==> src/rtl/matmul_apb_slave.sv <==
// APB register front-end for the matmul core: operand rows, control/status, result reads.
// Define MATMUL_APB_TIMEOUT_EN to bound result reads by TIMEOUT_CYC cycles.
module matmul_apb_slave #(
    parameter int BUS_WIDTH   = 32,
    parameter int ADDR_WIDTH  = 16,
    parameter int DATA_WIDTH  = 8,
    parameter int MAX_DIM     = 4,
    parameter int TIMEOUT_CYC = 16
) (
    input  logic                             clk_i,
    input  logic                             rst_ni,
    input  logic                             psel_i,
    input  logic                             penable_i,
    input  logic                             pwrite_i,
    input  logic [BUS_WIDTH/8-1:0]           pstrb_i,
    input  logic [ADDR_WIDTH-1:0]            paddr_i,
    input  logic [BUS_WIDTH-1:0]             pwdata_i,
    output logic                             pready_o,
    output logic                             pslverr_o,
    output logic [BUS_WIDTH-1:0]             prdata_o,
    input  logic                             busy_i,
    input  logic                             done_i,
    output logic                             start_o,
    output logic [MAX_DIM*BUS_WIDTH-1:0]     a_rows_o,
    output logic [MAX_DIM*BUS_WIDTH-1:0]     b_rows_o,
    output logic                             res_rd_o,
    output logic [$clog2(MAX_DIM*MAX_DIM)-1:0] res_idx_o,
    input  logic                             res_valid_i,
    input  logic [BUS_WIDTH-1:0]             res_data_i
);

    localparam int STRB_W   = BUS_WIDTH / 8;
    localparam int ROW_BITS = MAX_DIM * DATA_WIDTH;
    localparam int RES_N    = MAX_DIM * MAX_DIM;
    localparam int RX_W     = $clog2(RES_N);
    localparam int RI_W     = (MAX_DIM > 1) ? $clog2(MAX_DIM) : 1;
    localparam int WW       = ADDR_WIDTH - 2;

    localparam logic [WW-1:0] W_CTRL = WW'(0);
    localparam logic [WW-1:0] W_STAT = WW'(1);
    localparam logic [WW-1:0] W_A    = WW'(8);
    localparam logic [WW-1:0] W_B    = WW'(16);
    localparam logic [WW-1:0] W_RES  = WW'(64);
    localparam logic [WW-1:0] W_DIM  = WW'(MAX_DIM);
    localparam logic [WW-1:0] W_RN   = WW'(RES_N);

    function automatic logic [BUS_WIDTH-1:0] row_mask();
        logic [BUS_WIDTH-1:0] m;
        for (int i = 0; i < BUS_WIDTH; i++) m[i] = (i < ROW_BITS);
        return m;
    endfunction

    localparam logic [BUS_WIDTH-1:0] ROW_MASK = row_mask();

    function automatic logic [BUS_WIDTH-1:0] merge(
        input logic [BUS_WIDTH-1:0] old,
        input logic [STRB_W-1:0]    strb,
        input logic [BUS_WIDTH-1:0] data
    );
        logic [BUS_WIDTH-1:0] r;
        r = old;
        for (int b = 0; b < STRB_W; b++)
            if (strb[b]) r[b*8 +: 8] = data[b*8 +: 8];
        return r & ROW_MASK;
    endfunction

    typedef enum logic [1:0] {S_IDLE, S_ACCESS, S_WAIT_RES, S_RESP} state_t;
    typedef enum logic [2:0] {T_NONE, T_CTRL, T_STAT, T_A, T_B, T_RES} tgt_t;

    state_t               state_q, state_d;
    tgt_t                 tgt_q, dec_tgt;
    logic [RX_W-1:0]      dec_idx, res_idx_q;
    logic [RI_W-1:0]      row_q;
    logic                 write_q, err_q, done_q, start_q, res_rd_q;
    logic [BUS_WIDTH-1:0] res_q, rd_word;
    logic [BUS_WIDTH-1:0] a_q [MAX_DIM];
    logic [BUS_WIDTH-1:0] b_q [MAX_DIM];
    logic [WW-1:0]        word;
    logic                 setup, setup_err, res_go, xfer;
    logic                 start_req, busy_err, acc_err, commit;
    logic                 tmo, tmo_q;

    assign word = paddr_i[ADDR_WIDTH-1:2];

    always_comb begin
        dec_tgt = T_NONE;
        dec_idx = '0;
        unique case (1'b1)
            (word == W_CTRL): dec_tgt = T_CTRL;
            (word == W_STAT): dec_tgt = T_STAT;
            (word >= W_A && word < W_A + W_DIM): begin
                dec_tgt = T_A;
                dec_idx = RX_W'(word - W_A);
            end
            (word >= W_B && word < W_B + W_DIM): begin
                dec_tgt = T_B;
                dec_idx = RX_W'(word - W_B);
            end
            (word >= W_RES && word < W_RES + W_RN): begin
                dec_tgt = T_RES;
                dec_idx = RX_W'(word - W_RES);
            end
            default: ;
        endcase
        if (paddr_i[1:0] != 2'b00) dec_tgt = T_NONE;
    end

    assign setup     = (state_q == S_IDLE) & psel_i & ~penable_i;
    assign setup_err = (dec_tgt == T_NONE)
                     | ((dec_tgt == T_RES) & (pwrite_i | busy_i));
    assign res_go    = (dec_tgt == T_RES) & ~pwrite_i & ~busy_i;
    assign xfer      = psel_i & penable_i;

    assign start_req = pstrb_i[0] & pwdata_i[0];
    assign busy_err  = write_q & busy_i
                     & ((tgt_q == T_A) | (tgt_q == T_B)
                        | ((tgt_q == T_CTRL) & start_req));
    assign acc_err   = err_q | busy_err;
    assign commit    = (state_q == S_ACCESS) & xfer & write_q & ~acc_err;

    always_comb begin
        rd_word = '0;
        unique case (tgt_q)
            T_STAT:  rd_word = BUS_WIDTH'({done_q, busy_i});
            T_A:     rd_word = a_q[row_q];
            T_B:     rd_word = b_q[row_q];
            default: rd_word = '0;
        endcase
    end

    always_comb begin
        state_d   = state_q;
        pready_o  = 1'b0;
        pslverr_o = 1'b0;
        prdata_o  = '0;
        unique case (state_q)
            S_IDLE: begin
                if (setup) state_d = res_go ? S_WAIT_RES : S_ACCESS;
            end
            S_ACCESS: begin
                state_d = S_IDLE;
                if (xfer) begin
                    pready_o  = 1'b1;
                    pslverr_o = acc_err;
                    if (!write_q && !acc_err) prdata_o = rd_word;
                end
            end
            S_WAIT_RES: begin
                if (!xfer) state_d = S_IDLE;
                else if (res_valid_i || tmo) state_d = S_RESP;
            end
            S_RESP: begin
                state_d = S_IDLE;
                if (xfer) begin
                    pready_o  = 1'b1;
                    pslverr_o = tmo_q;
                    prdata_o  = tmo_q ? '0 : res_q;
                end
            end
            default: state_d = S_IDLE;
        endcase
    end

    always_ff @(posedge clk_i or negedge rst_ni) begin
        if (!rst_ni) begin
            state_q   <= S_IDLE;
            tgt_q     <= T_NONE;
            row_q     <= '0;
            write_q   <= 1'b0;
            err_q     <= 1'b0;
            res_idx_q <= '0;
            res_rd_q  <= 1'b0;
            res_q     <= '0;
            start_q   <= 1'b0;
            done_q    <= 1'b0;
            for (int i = 0; i < MAX_DIM; i++) begin
                a_q[i] <= '0;
                b_q[i] <= '0;
            end
        end else begin
            state_q  <= state_d;
            res_rd_q <= 1'b0;
            start_q  <= 1'b0;
            if (setup) begin
                tgt_q   <= dec_tgt;
                row_q   <= dec_idx[RI_W-1:0];
                write_q <= pwrite_i;
                err_q   <= setup_err;
                if (res_go) begin
                    res_rd_q  <= 1'b1;
                    res_idx_q <= dec_idx;
                end
            end
            if (state_q == S_WAIT_RES && xfer && res_valid_i)
                res_q <= res_data_i;
            if (commit) begin
                unique case (tgt_q)
                    T_A:     a_q[row_q] <= merge(a_q[row_q], pstrb_i, pwdata_i);
                    T_B:     b_q[row_q] <= merge(b_q[row_q], pstrb_i, pwdata_i);
                    T_CTRL:  start_q <= start_req;
                    default: ;
                endcase
            end
            // a completion pulse wins over a same-cycle clear
            if (done_i)
                done_q <= 1'b1;
            else if (start_q || (commit && tgt_q == T_STAT
                                 && pstrb_i[0] && pwdata_i[1]))
                done_q <= 1'b0;
        end
    end

`ifdef MATMUL_APB_TIMEOUT_EN
    localparam int CW = $clog2(TIMEOUT_CYC + 1);
    logic [CW-1:0] cnt_q;

    assign tmo = (state_q == S_WAIT_RES) & ~res_valid_i
               & (cnt_q == CW'(TIMEOUT_CYC - 1));

    always_ff @(posedge clk_i or negedge rst_ni) begin
        if (!rst_ni) begin
            cnt_q <= '0;
            tmo_q <= 1'b0;
        end else begin
            if (setup) begin
                cnt_q <= '0;
                tmo_q <= 1'b0;
            end else if (state_q == S_WAIT_RES) begin
                cnt_q <= cnt_q + CW'(1);
            end
            if (state_q == S_WAIT_RES && xfer && tmo) tmo_q <= 1'b1;
        end
    end
`else
    assign tmo   = 1'b0;
    assign tmo_q = 1'b0;
`endif

    always_comb begin
        a_rows_o = '0;
        b_rows_o = '0;
        for (int i = 0; i < MAX_DIM; i++) begin
            a_rows_o[i*BUS_WIDTH +: BUS_WIDTH] = a_q[i];
            b_rows_o[i*BUS_WIDTH +: BUS_WIDTH] = b_q[i];
        end
    end

    assign start_o   = start_q;
    assign res_rd_o  = res_rd_q;
    assign res_idx_o = res_idx_q;

endmodule
==> config.mk <==
export PLATFORM = sky130hd
export DESIGN_NAME = matmul_apb_slave
export DESIGN_NICKNAME = d
export VERILOG_FILES = /design/src/rtl/matmul_apb_slave.sv
export SDC_FILE = /design/constraint.sdc
export NUM_CORES = 1
export LEC_CHECK = 0
export ABC_AREA = 1
export BUFFER_PORTS_ARGS = -buffer_cell sky130_fd_sc_hd__clkbuf_2
export CAP_MARGIN = 20
export CELL_PAD_IN_SITES_DETAIL_PLACEMENT = 0
export CELL_PAD_IN_SITES_GLOBAL_PLACEMENT = 1
export CORE_MARGIN = 2
export CORE_UTILIZATION = 35
export CTS_BUF_LIST = sky130_fd_sc_hd__clkbuf_4 sky130_fd_sc_hd__clkbuf_8 sky130_fd_sc_hd__clkbuf_16
export CTS_CLUSTER_DIAMETER = 150
export CTS_CLUSTER_SIZE = 20
export DETAILED_ROUTE_END_ITERATION = 16
export GPL_ROUTABILITY_DRIVEN = 1
export PLACE_DENSITY = 0.85
export SLEW_MARGIN = 0
export SYNTH_ARGS = -nofsm -noshare
export SYNTH_HDL_FRONTEND = slang
export SYNTH_SLANG_ARGS = --single-unit
export TNS_END_PERCENT = 1
==> constraint.sdc <==
create_clock -name clk_i -period 1.55 [get_ports clk_i]
set_input_delay 0 -clock clk_i [delete_from_list [all_inputs] [get_ports clk_i]]
set_output_delay 0 -clock clk_i [all_outputs]
set_load 0.1 [all_outputs]
# --- Word level (Yosys, flattened, before mapping) ---
# Cells that the tools add are included.
totals:
  ff_bits: 304
  in_bits: 92
  elab_cells: 143
op_classes:
  n_addsub: 3
  magnitude_cmp: 8
  eq_ne: 11
  n_mux: 57
  bitwise_logic: 23
  reduce_logical: 23
op_table:
  columns: ["cell", "n"]
  rows:
  - ["128-bit bitwise mux", 2]
  - ["32-bit two-way mux", 8]
  - ["8-bit two-way mux", 24]
  - ["32-bit binary-select mux with 2-bit select", 2]
  - ["32-bit one-hot mux with 3 select lines", 1]
  - ["32-bit demux with 2-bit select", 1]
  - ["32-bit one-hot mux with 2 select lines", 1]
  - ["3-bit one-hot mux with 5 select lines", 1]
  - ["14-bit by 1-bit equality test with 1-bit output (second input constant)", 1]
  - ["14-bit by 4-bit >= comparator with 1-bit output (second input constant)", 1]
  - ["14-bit by 5-bit >= comparator with 1-bit output (second input constant)", 1]
  - ["14-bit by 7-bit >= comparator with 1-bit output (second input constant)", 1]
  - ["14-bit logical NOT", 1]
  - ["14-bit by 4-bit less-than comparator with 1-bit output (second input constant)", 1]
  - ["14-bit by 5-bit less-than comparator with 1-bit output (second input constant)", 1]
  - ["14-bit by 7-bit less-than comparator with 1-bit output (second input constant)", 1]
  - ["1-bit bitwise AND", 13]
  - ["4-bit one-hot mux with 3 select lines", 1]
  - ["1-bit logical AND", 10]
  - ["1-bit two-way mux", 10]
  - ["2-bit two-way mux", 4]
  - ["2-bit AND reduction", 4]
  - ["4-bit by 1-bit subtractor with 4-bit output (second input constant)", 2]
  - ["3-bit by 2-bit equality test with 1-bit output (second input constant)", 2]
  - ["other kinds (20)", 31]

# --- Depth between registers and ports, before layout ---
depth:
  word_depth: 13
  depth_mapped: 10
  mapped_depth_nobuf: 10

# --- Least setup slack after synthesis ---
# No wires, ideal clock.
synth_timing:
  kind: "flip-flop to output port"
  from: "reg state_q[0]"
  to: "out prdata_o[10]"
  t_arrival_ns: 3.044
  slack_ns: -1.494
  stages_incl_launch_ff: 7
  n_path_buf: 1
  cell_sequence: "dfrtp_1 -> inv_2 -> nor2_1 -> nand2_1 -> inv_1 -> clkbuf_1 -> a22o_1"
synth_between:
  elab_chain_len: 2
  elab_cells_between_ends: 3
  classes_between: "eq/ne: 2; mux: 1"
synth_lines:
  columns: ["element", "line", "rtl"]
  rows:
  - ["start: declaration", "70", "state_t state_q, state_d;"]
  - ["start signal: assignment", "181", "state_q <= state_d;"]
  - ["2-bit equality test / 2-bit by 1-bit equality test with 1-bit output (equally long branches)", "136", "unique case (state_q)"]
  - ["32-bit one-hot mux with 2 select lines (*)", "136", null]
  - ["end: declaration", "20", "output logic [BUS_WIDTH-1:0] prdata_o,"]
# Every way passes the cells marked *; elsewhere a longest branch is shown, timed or not.

# --- Worst setup path after layout ---
layout_timing:
  from: "reg row_q[0]"
  to: "out prdata_o[10]"
layout_between:
  elab_chain_len: 8
  elab_cells_between_ends: 11
  classes_between: "mux: 10; bitwise: 1"
layout_lines:
  columns: ["element", "line", "rtl"]
  rows:
  - ["start: declaration", "73", "logic [RI_W-1:0] row_q;"]
  - ["start signal: assignment", "186", "row_q <= dec_idx[RI_W-1:0];"]
  - ["2-bit inverter with 3-bit output (not written as such) (*)", "125, 126", null]
  - ["32-bit binary-select mux with 2-bit select (on tied branches)", "126, 125", null]
  - ["32-bit two-way mux (on tied branches) (2 in series)", "126, 125", null]
  - ["32-bit one-hot mux with 3 select lines (*)", "123", "unique case (tgt_q)"]
  - ["32-bit two-way mux (*)", "145", "if (!write_q && !acc_err) prdata_o = rd_word;"]
  - ["32-bit two-way mux (*)", "142", "if (xfer) begin"]
  - ["32-bit one-hot mux with 2 select lines (*)", "136", null]
# Every way passes the cells marked *; elsewhere a longest branch is shown, timed or not. The select of a mux whose other input is x is not followed.

==> flow_summary.toml <==
[run_status]
status = "finished with violations"
violations = "negative setup slack"

[timing]
tightest_slew_ns = 0.620
slew_headroom = 0.589
fmax_mhz = 402
whs_ns = 0.0205
slew_viol_final = 0
finalWorstSetupSlack_ns = -0.935
period_needed_ns = 2.49
finClkSkew_ns = 0.0389
fin_crit_sh = 1.60
setup_viol = 293
rsz0062_at_grt = "yes"
hold_viol = 0

[logic_synthesis]
synthCells = 1914
syn_area_per_cell_um2 = 7.82
synth_area_leaders = "dfrtp_1 (51%), nand2_1 (21%), o21ai_0 (7.2%)"
yosysMostFrequentCell = "nand2_1"
synth_cell_types = 33
synth_area_mm2 = 0.0150
ys.flop_type = "dfrtp_1"
yosysWarnings = 0
ys_async_sr_fraction = 1.00
synth_enable_flop_cells = 0
ys_seq_area_frac = 0.508
syn-num-nets = 2006
ys_top_cells_by_count = "nand2_1 (838), dfrtp_1 (304), o21ai_0 (215)"
synth_top_area_share = 0.508
synth-seq-cells = 304
yosys.area.top_type = "dfrtp_1"

[route]
drtIter0Drc = 1438
num_vias = 16200
vias_per_cell = 5.35
drt-pass1-iter-count = 5
wl_per_cell_um = 22.3
drc_errors = 0
final_antenna_net_count = 0
wl_mm = 67.3

[layout]
drive_gt1_frac = 0.370
fin_nets = 2561
n_fill_cell = 3933
instances_no_fill = 3020
area_growth_pct = 49.2
fin_util = 0.531
multi_input_area_mm2 = 0.00750
final-seq-area_mm2 = 0.00770

[global_route]
grt_pass1_vias = 15600
grt_antenna_before_repair = 0
grt_pass1_wl_mm = 99.0
grt_max_degree = 83
grt.overflow.total = 0
grt_use_total = 0.294

[min_path]
worstHoldStart = "pwdata_i[8]"
whs_path_depth = 5
min_to = "a_rows_o[40]$_DFFE_PN0P_"
hold_class = "primary input to flop"

[place]
place_hpwl_mm = 48.8
place_congestion = 0.941
numPortBuffers = 387
place_ws_ns = -0.430
numPlacedInstances = 2897

[clock_tree]
clk_pin_slew_ns = 0.10
cts_buffers = 19
cts_max_path_buffers = 3
insertion_delay_ns = 0.54
cts_root_buffer = "clkbuf_16"
cts_tree = "done"
ctsHtreeMaxLevel = 1
cts.sinks = 304

[worst_setup_path]
critPathKind = "flop to output pin"
startpoint = "row_q[0]$_DFFE_PN0P_"
r2r_slack_ns = -0.35
r2r-start = "row_q[0]$_DFFE_PN0P_"
reg2regPathDepth = 11
critPathLaunchType = "flop"
critPathMaxFanout = 15
crit_required_ns = 1.55
rr_endpoint = "a_rows_o[119]$_DFFE_PN0P_"
end_kind = "output pin"
cp.arrival_ns = 2.49

[floorplanning]
die_area_mm2 = 0.0444
io_pins = 388
coreArea_mm2 = 0.0420
rows = 75
start_util = 0.356
dieWidth_um = 211
dieHeight_um = 211

[flow_run]
cap_viol_max_count = 0

[power_and_ir_drop]
p_seq_frac = 0.361
p_leak_nw = 11.8
combPwrFrac = 0.395
pwr-share-clk = 0.245
p_switching_mw = 8.47
p_int_mw = 13.9
peakVddDrop_v = 0.000719
switching_share = 0.379
p_per_area_mw_per_mm2 = 1000
[registers in the layout, indices dropped and copies added, names as in the netlist]
name and flops:
res_idx_o 4, b_rows_o 128, start_o 1, write_q 1
tgt_q 3, res_rd_o 1, state_q 2, a_rows_o 128
row_q 2, res_q 32, err_q 1, done_q 1
[how the worst max path moves through the flow]
stage	endpoint	slack [ns]	depth (start not counted)
5_1_grt	prdata_o[10]	-1.0	11
6_report	prdata_o[10]	-0.94	11
4_1_cts	prdata_o[8]	-0.93	10
3_5_place_dp	b_rows_o[112]$_DFFE_PN0P_	-0.43	11
2_1_floorplan	prdata_o[12]	-0.13	6
3_3_place_gp	prdata_o[20]	-0.41	10
[cells in the final DEF, fill, tap and decap left out, types with 19 or more instances in the layout]
cell type      instances
buf_12                78
a22oi_1               22
clkbuf_2             351
nand2_2               61
o21ai_0              176
o21ai_2               19
buf_4                119
nor2_1                26
nand2_8               21
dfrtp_2               71
clkbuf_16             22
o221ai_2              23
dfrtp_1              233
nand2_1              752
mux2_2                32
inv_1                129
dlygate4sd3_1         81
o21ai_1               84
[per-stage QoR]
step                TNS [ns]  total power, mW  instance area [um^2]
floorplan             -18.87             11.4                 15500
global route         -107.26             23.1                 22300
global placement      -64.86             15.2                 20000
detailed placement    -75.68             15.3                 20000
finish                -82.72             22.4                 22300
CTS                   -73.72             21.5                 21800
[layout make-up]
type | count | area share
clock buffer | 31 | 0.0253
multi-input combinational | 1352 | 0.336
clock inverter | 1 | 0.000728
antenna | 1 | 0.000112
sequential | 304 | 0.345
tap | 539 | 0.0302
inverter | 139 | 0.0236
timing repair buffer | 653 | 0.239
[repair_timing]
item	in CTS	in global routing
endpoints found under the hold margin	505	0
hold buffers	82	0
cloned	0	3
setup buffers	0	5
pin swaps	33	36
gates resized for setup	128	107
setup endpoints to repair	291	301
[power groups by stage]
stage / sequential [mW] / combinational (mW) / clock (mW)
after global routing: 8.08 / 9.19 / 5.86
final: 8.07 / 8.83 / 5.48
after floorplan: 8.37 / 3.00 / 0
after detailed placement: 8.21 / 7.12 / 0
after CTS: 8.06 / 7.81 / 5.59
after global placement: 8.21 / 7.00 / 0
[routing by layer]
layer,GRT usage,up-vias,part of all wire
li1,-,7336,-
met1,0.414,7987,0.43
met2,0.451,759,0.45
met3,0.0737,90,0.092
met4,0.0801,0,0.026
met5,0,-,0
[worst max-delay path: stages (launching register included)]
cell       delay, ns
dfrtp_2         0.47
inv_4           0.10
nor2_4          0.05
buf_12          0.13
clkbuf_16       0.19
buf_6           0.14
nand2_1         0.10
o2111ai_4       0.17
nand2_1         0.11
nand2_2         0.09
a22o_4          0.23
buf_12          0.16
[kinds of logic after synthesis]
logic type             after synthesis  share of synthesized area
muxes                               32                     0.0241
and+or+nand+nor                    907                      0.234
DFF                                304                      0.508
AOI/OAI and AO/OA                  413                      0.163
buffers and inverters              258                     0.0708
(Power assumes the default switching activity.)
